**config.mk**
```make
export PLATFORM = sky130hd
export DESIGN_NAME = alu_arbiter
export DESIGN_NICKNAME = d
export VERILOG_FILES = /design/src/rtl/alu_arbiter.sv
export SDC_FILE = /design/constraint.sdc
export NUM_CORES = 1
export LEC_CHECK = 0
export CAP_MARGIN = 5
export CELL_PAD_IN_SITES_DETAIL_PLACEMENT = 1
export CELL_PAD_IN_SITES_GLOBAL_PLACEMENT = 1
export CORE_MARGIN = 2
export CORE_UTILIZATION = 27
export CTS_CLUSTER_SIZE = 16
export DETAILED_ROUTE_END_ITERATION = 7
export PLACE_DENSITY_LB_ADDON = 0.1
export SKIP_CTS_REPAIR_TIMING = 1
export SLEW_MARGIN = 20
export SYNTH_ARGS = -nofsm -noshare
export SYNTH_HDL_FRONTEND = slang
export SYNTH_SLANG_ARGS = --single-unit
```
**constraint.sdc**
```tcl
create_clock -name clk_i -period 2.9 [get_ports clk_i]
set_input_delay 0.29 -clock clk_i [delete_from_list [all_inputs] [get_ports clk_i]]
set_output_delay 0.29 -clock clk_i [all_outputs]
set_load 0.01 [all_outputs]
```
**src/rtl/alu_arbiter.sv**
```systemverilog
// alu_arbiter: shares one combinational ALU between two requesters.
//
// A round-robin arbiter accepts one operation at a time. The operands are
// held on the ALU for EXEC_CYCLES cycles, then the result is captured and
// returned on the granted requester's response channel. The block waits
// there until the requester takes the response.
//
// Ports
//   clk_i, rst_i                  clock, synchronous active-high reset
//   reqN_valid_i / reqN_ready_o   request handshake, N = 0, 1
//   reqN_src1_i, reqN_src2_i      operands
//   reqN_ctrl_i                   ALU op code, passed through unchanged
//   rspN_valid_o / rspN_ready_i   response handshake
//   rspN_result_o, rspN_zero_o    captured ALU result and zero flag
//   alu_src1_o, alu_src2_o        operands driven to the shared ALU
//   alu_ctrl_o                    op code driven to the shared ALU
//   alu_result_i, alu_zero_i      values returned by the shared ALU
//   busy_o                        high whenever an operation is in flight
//
// state | meaning
// IDLE  | waiting for a request; ready goes only to the arbitration winner
// EXEC  | operands held on the ALU while the cycle counter runs down
// RESP  | result held on the granted response channel until it is taken
module alu_arbiter #(
  parameter int unsigned EXEC_CYCLES = 1
) (
  input  logic        clk_i,
  input  logic        rst_i,
  input  logic        req0_valid_i,
  output logic        req0_ready_o,
  input  logic [31:0] req0_src1_i,
  input  logic [31:0] req0_src2_i,
  input  logic [3:0]  req0_ctrl_i,
  input  logic        req1_valid_i,
  output logic        req1_ready_o,
  input  logic [31:0] req1_src1_i,
  input  logic [31:0] req1_src2_i,
  input  logic [3:0]  req1_ctrl_i,
  output logic        rsp0_valid_o,
  input  logic        rsp0_ready_i,
  output logic [31:0] rsp0_result_o,
  output logic        rsp0_zero_o,
  output logic        rsp1_valid_o,
  input  logic        rsp1_ready_i,
  output logic [31:0] rsp1_result_o,
  output logic        rsp1_zero_o,
  output logic [31:0] alu_src1_o,
  output logic [31:0] alu_src2_o,
  output logic [3:0]  alu_ctrl_o,
  input  logic [31:0] alu_result_i,
  input  logic        alu_zero_i,
  output logic        busy_o
);

  localparam logic [3:0] EXEC_LOAD = 4'(EXEC_CYCLES);

  typedef enum logic [1:0] {
    IDLE = 2'd0,
    EXEC = 2'd1,
    RESP = 2'd2
  } state_t;

  state_t      state, state_nxt;
  logic [31:0] src1_q, src2_q, result_q;
  logic [3:0]  ctrl_q, cnt_q;
  logic        zero_q;
  logic        grant_q;   // requester that owns the operation in flight
  logic        last_q;    // requester granted most recently
  logic        win;
  logic        req_hs;
  logic        rsp_hs;

  // Contention goes to the requester that was not granted last.
  always_comb begin
    win = 1'b0;
    if (req0_valid_i && req1_valid_i) begin
      win = ~last_q;
    end else if (req1_valid_i) begin
      win = 1'b1;
    end
  end

  // Ready is masked by rst_i so nothing is offered while reset is applied.
  assign req0_ready_o = (state == IDLE) && !rst_i && req0_valid_i && !win;
  assign req1_ready_o = (state == IDLE) && !rst_i && req1_valid_i && win;
  assign req_hs       = req0_ready_o || req1_ready_o;

  assign rsp0_valid_o = (state == RESP) && !grant_q;
  assign rsp1_valid_o = (state == RESP) && grant_q;
  assign rsp_hs       = (rsp0_valid_o && rsp0_ready_i) || (rsp1_valid_o && rsp1_ready_i);

  assign rsp0_result_o = result_q;
  assign rsp1_result_o = result_q;
  assign rsp0_zero_o   = zero_q;
  assign rsp1_zero_o   = zero_q;

  assign alu_src1_o = src1_q;
  assign alu_src2_o = src2_q;
  assign alu_ctrl_o = ctrl_q;
  assign busy_o     = (state != IDLE);

  always_comb begin
    state_nxt = state;
    case (state)
      IDLE: if (req_hs) state_nxt = EXEC;
      EXEC: if (cnt_q == 4'd1) state_nxt = RESP;
      RESP: if (rsp_hs) state_nxt = IDLE;
      default: state_nxt = IDLE;
    endcase
  end

  always_ff @(posedge clk_i) begin
    if (rst_i) begin
      state    <= IDLE;
      src1_q   <= '0;
      src2_q   <= '0;
      ctrl_q   <= '0;
      result_q <= '0;
      zero_q   <= 1'b0;
      cnt_q    <= '0;
      grant_q  <= 1'b0;
      // Pretend requester 1 went last so requester 0 wins the first contention.
      last_q   <= 1'b1;
    end else begin
      state <= state_nxt;
      if (req_hs) begin
        src1_q  <= win ? req1_src1_i : req0_src1_i;
        src2_q  <= win ? req1_src2_i : req0_src2_i;
        ctrl_q  <= win ? req1_ctrl_i : req0_ctrl_i;
        grant_q <= win;
        last_q  <= win;
        cnt_q   <= EXEC_LOAD;
      end
      if (state == EXEC) begin
        cnt_q <= cnt_q - 4'd1;
        if (cnt_q == 4'd1) begin
          result_q <= alu_result_i;
          zero_q   <= alu_zero_i;
        end
      end
    end
  end

endmodule

```
==> flow_summary.ini <==
[min_path]
hp-class = input pin to register
hold_depth = 3
hp-start = alu_result_i[28]
holdPathEnd = rsp0_result_o[28]$_SDFFE_PP0P_

[place]
postPlaceCellArea_um2 = 8000
io_buffers = 313
gp_congestion = 0.768
dpl.hpwl_mm = 14.5

[timing]
tightest_slew_ps = 886
fin_crit_sh = 0.746
max_slew_margin = 0.409
rsz0062_at_grt = no
fmax_mhz = 462
clock_skew_ps = 8.32
finalSetupTns_ps = 0
drv_slew = 0
min_period_ps = 2160
hold_viol = 0
fin_hold_ws_ps = 491
setup_viol = 0

[grt]
grt_overflow_total = 0
grt_pass1_vias = 5819
antenna_found_initial = 0
grt_start_max_net_pins = 111
grt_usage = 0.203
grt_pass1_wl_mm = 31.9

[synth]
yosysSeqAreaShare = 0.433
synth_commonest_cells = nand2_1 (137), dfxtp_1 (109), a21oi_1 (103)
synth_largest_area_cell = dfxtp_1
avgSynthCellArea_um2 = 8.09
ys_warn_count = 0
synth-seq-cells = 109
async_flop_share = 0
synth.top_cell.area_share = 0.433
synth_nets = 800
synth_edf_count = 0
synth.distinct_cells = 37
syn_area_um2 = 5040
syn_inst = 623
synthTopCellsByArea = dfxtp_1 (43%), a311oi_1 (11%), a21oi_1 (10%), nand2_1 (10%), buf_4 (4.9%)
synth_most_common_cell = nand2_1
synth_flop_cell = dfxtp_1

[critical_path]
cpMaxStageDelayCell = clkdlybuf4s50_1
worstRegToRegCells = 4
crit_required_ps = 2610
cp_slowest_stage_delay_ps = 590
crit_chain = nor2_1, inv_1, nor3_1, clkdlybuf4s50_1
critPathCaptureType = primary output
critPathTopFamily = buffers and inverters
reg2reg_to = alu_src2_o[2]$_SDFFE_PP0P_
path_buf_inv = 2
crit_type = register to primary output
regToRegStartpoint = state[1]$_SDFFE_PP0P_
cp_max_fo = 10
startpoint_type = register
reg2reg_slack_ps = 900
worstPathArrival_ps = 1870

[power_and_ir_drop]
power_density_nw_per_um2 = 517
ir_drop_mv = 0.285
p_total_mw = 4.31
p_leak_nw = 2.93

[floorplanning]
die_width_um = 141
die_h_um = 141
dieArea_um2 = 19800
core_um2 = 18100
initial_core_util = 0.278
fp-row-count = 49
ios = 314

[route]
routed-via-count = 5583
drt-total-wl_mm = 20.7
routed_via_density = 5.10
drt_first_pass_iters = 5
drc = 0
ant_nets = 0
initialDrtViolationCount = 236
wl_per_cell_um = 18.9

[outcome]
run_status = finished clean

[job]
drv_cap = 0

[clock_network]
cts_buffers = 9
clock_path_buffers = 2
cts.htree.levels = 3
clock_sinks = 109
cts_root_buffer = clkbuf_16
tritoncts = yes
clk_pin_slew_ps = 70
clock_latency_ps = 360

[final_layout]
drive_above_1_share = 0.0486
fin_area_um2 = 8350
area_delta_synth_final_pct = 65.7
fin_nets = 1036
## stage by stage
stage,worst slack [ps],std cells,util
final,736,1094,0.460
after global routing,654,1093,0.460
after CTS,729,1093,0.460
after detailed placement,582,1077,0.441
after global placement,668,1077,0.440
after floorplan,1300,623,-
## cell families (layout without fill, tap and decap cells)
kind of cell	after synthesis	count (layout)	synth area share
muxes	1	1	0.00199
DFF	109	109	0.433
other	0	1	0
AOI/OAI and AO/OA	213	213	0.274
buffers and inverters	102	343	0.116
and+or+nand+nor	195	195	0.168
adders and majority gates	2	2	0.00497
xor gates and xnor gates	1	1	0.00174
## cells in the final DEF, fill, tap and decap left out, types with 2 or more instances in the layout
master / synthesis / final
inv_1: 3 / 3
nor2_1: 4 / 4
nor3_1: 4 / 4
clkbuf_16: 0 / 9
nand2b_1: 2 / 2
o21ai_0: 32 / 32
a22oi_1: 2 / 2
a311oi_1: 65 / 65
nand3b_1: 2 / 2
buf_4: 33 / 10
a21oi_1: 103 / 103
or3b_2: 2 / 2
dfxtp_1: 109 / 109
nand2_1: 137 / 137
clkinvlp_4: 0 / 2
a311oi_2: 3 / 3
ha_1: 2 / 2
clkdlybuf4s50_1: 0 / 312
nand3_1: 34 / 34
bufinv_16: 0 / 3
## final cells by class
class | instances | area (µm²)
Inverter | 3 | 11.3
Tap cell | 229 | 287
Clock inverter | 6 | 110
Sequential cell | 109 | 2180
Antenna cell | 1 | 2.50
Clock buffer | 10 | 239
Timing Repair Buffer | 324 | 3230
Multi-Input combinational cell | 412 | 2290
Fill cell | 2106 | 9800
## sequential cells by signal, indices dropped and copies added (netlist names)
| signal | flops |
|---|---|
| alu_ctrl_o | 4 |
| alu_src1_o | 32 |
| alu_src2_o | 32 |
| cnt_q | 4 |
| grant_q | 1 |
| last_q | 1 |
| rsp0_result_o | 32 |
| rsp0_zero_o | 1 |
| state | 2 |
## metal layers
layer,vias to the layer above,track usage,wire length [µm]
met5,-,0,0
met4,0,0.0674,352
met3,22,0.0588,1590
met2,202,0.364,10600
met1,2700,0.230,8140
li1,2659,-,-
## worst register-to-register path, delay by kind of cell (launching register included)
family	cells	cell delay [ps]
simple gates	1	250
flops	1	430
buf+inv	1	670
compound gates	2	560
## where the power goes
| part | internal (mW) | total (mW) | leakage (nW) | switching [mW] |
|---|---|---|---|---|
| clock | 0.867 | 1.45 | 0.165 | 0.584 |
| combinational | 0.600 | 1.15 | 1.87 | 0.552 |
| sequential | 1.62 | 1.71 | 0.895 | 0.0858 |
## worst max-delay path by stage
stage / from / endpoint / slack [ps] / depth (start not counted)
after floorplan: cnt_q[0]$_SDFFE_PP0P_ / rsp0_result_o[22]$_SDFFE_PP0P_ / 1300 / 6
after global placement: req0_valid_i / alu_src1_o[21]$_SDFFE_PP0P_ / 670 / 5
after detailed placement: req0_valid_i / alu_src2_o[2]$_SDFFE_PP0P_ / 580 / 5
after CTS: state[1]$_SDFFE_PP0P_ / req1_ready_o / 730 / 4
after global routing: state[1]$_SDFFE_PP0P_ / req1_ready_o / 650 / 4
final: state[1]$_SDFFE_PP0P_ / req1_ready_o / 740 / 4
Note: power is estimated with default switching activity, not from simulation.
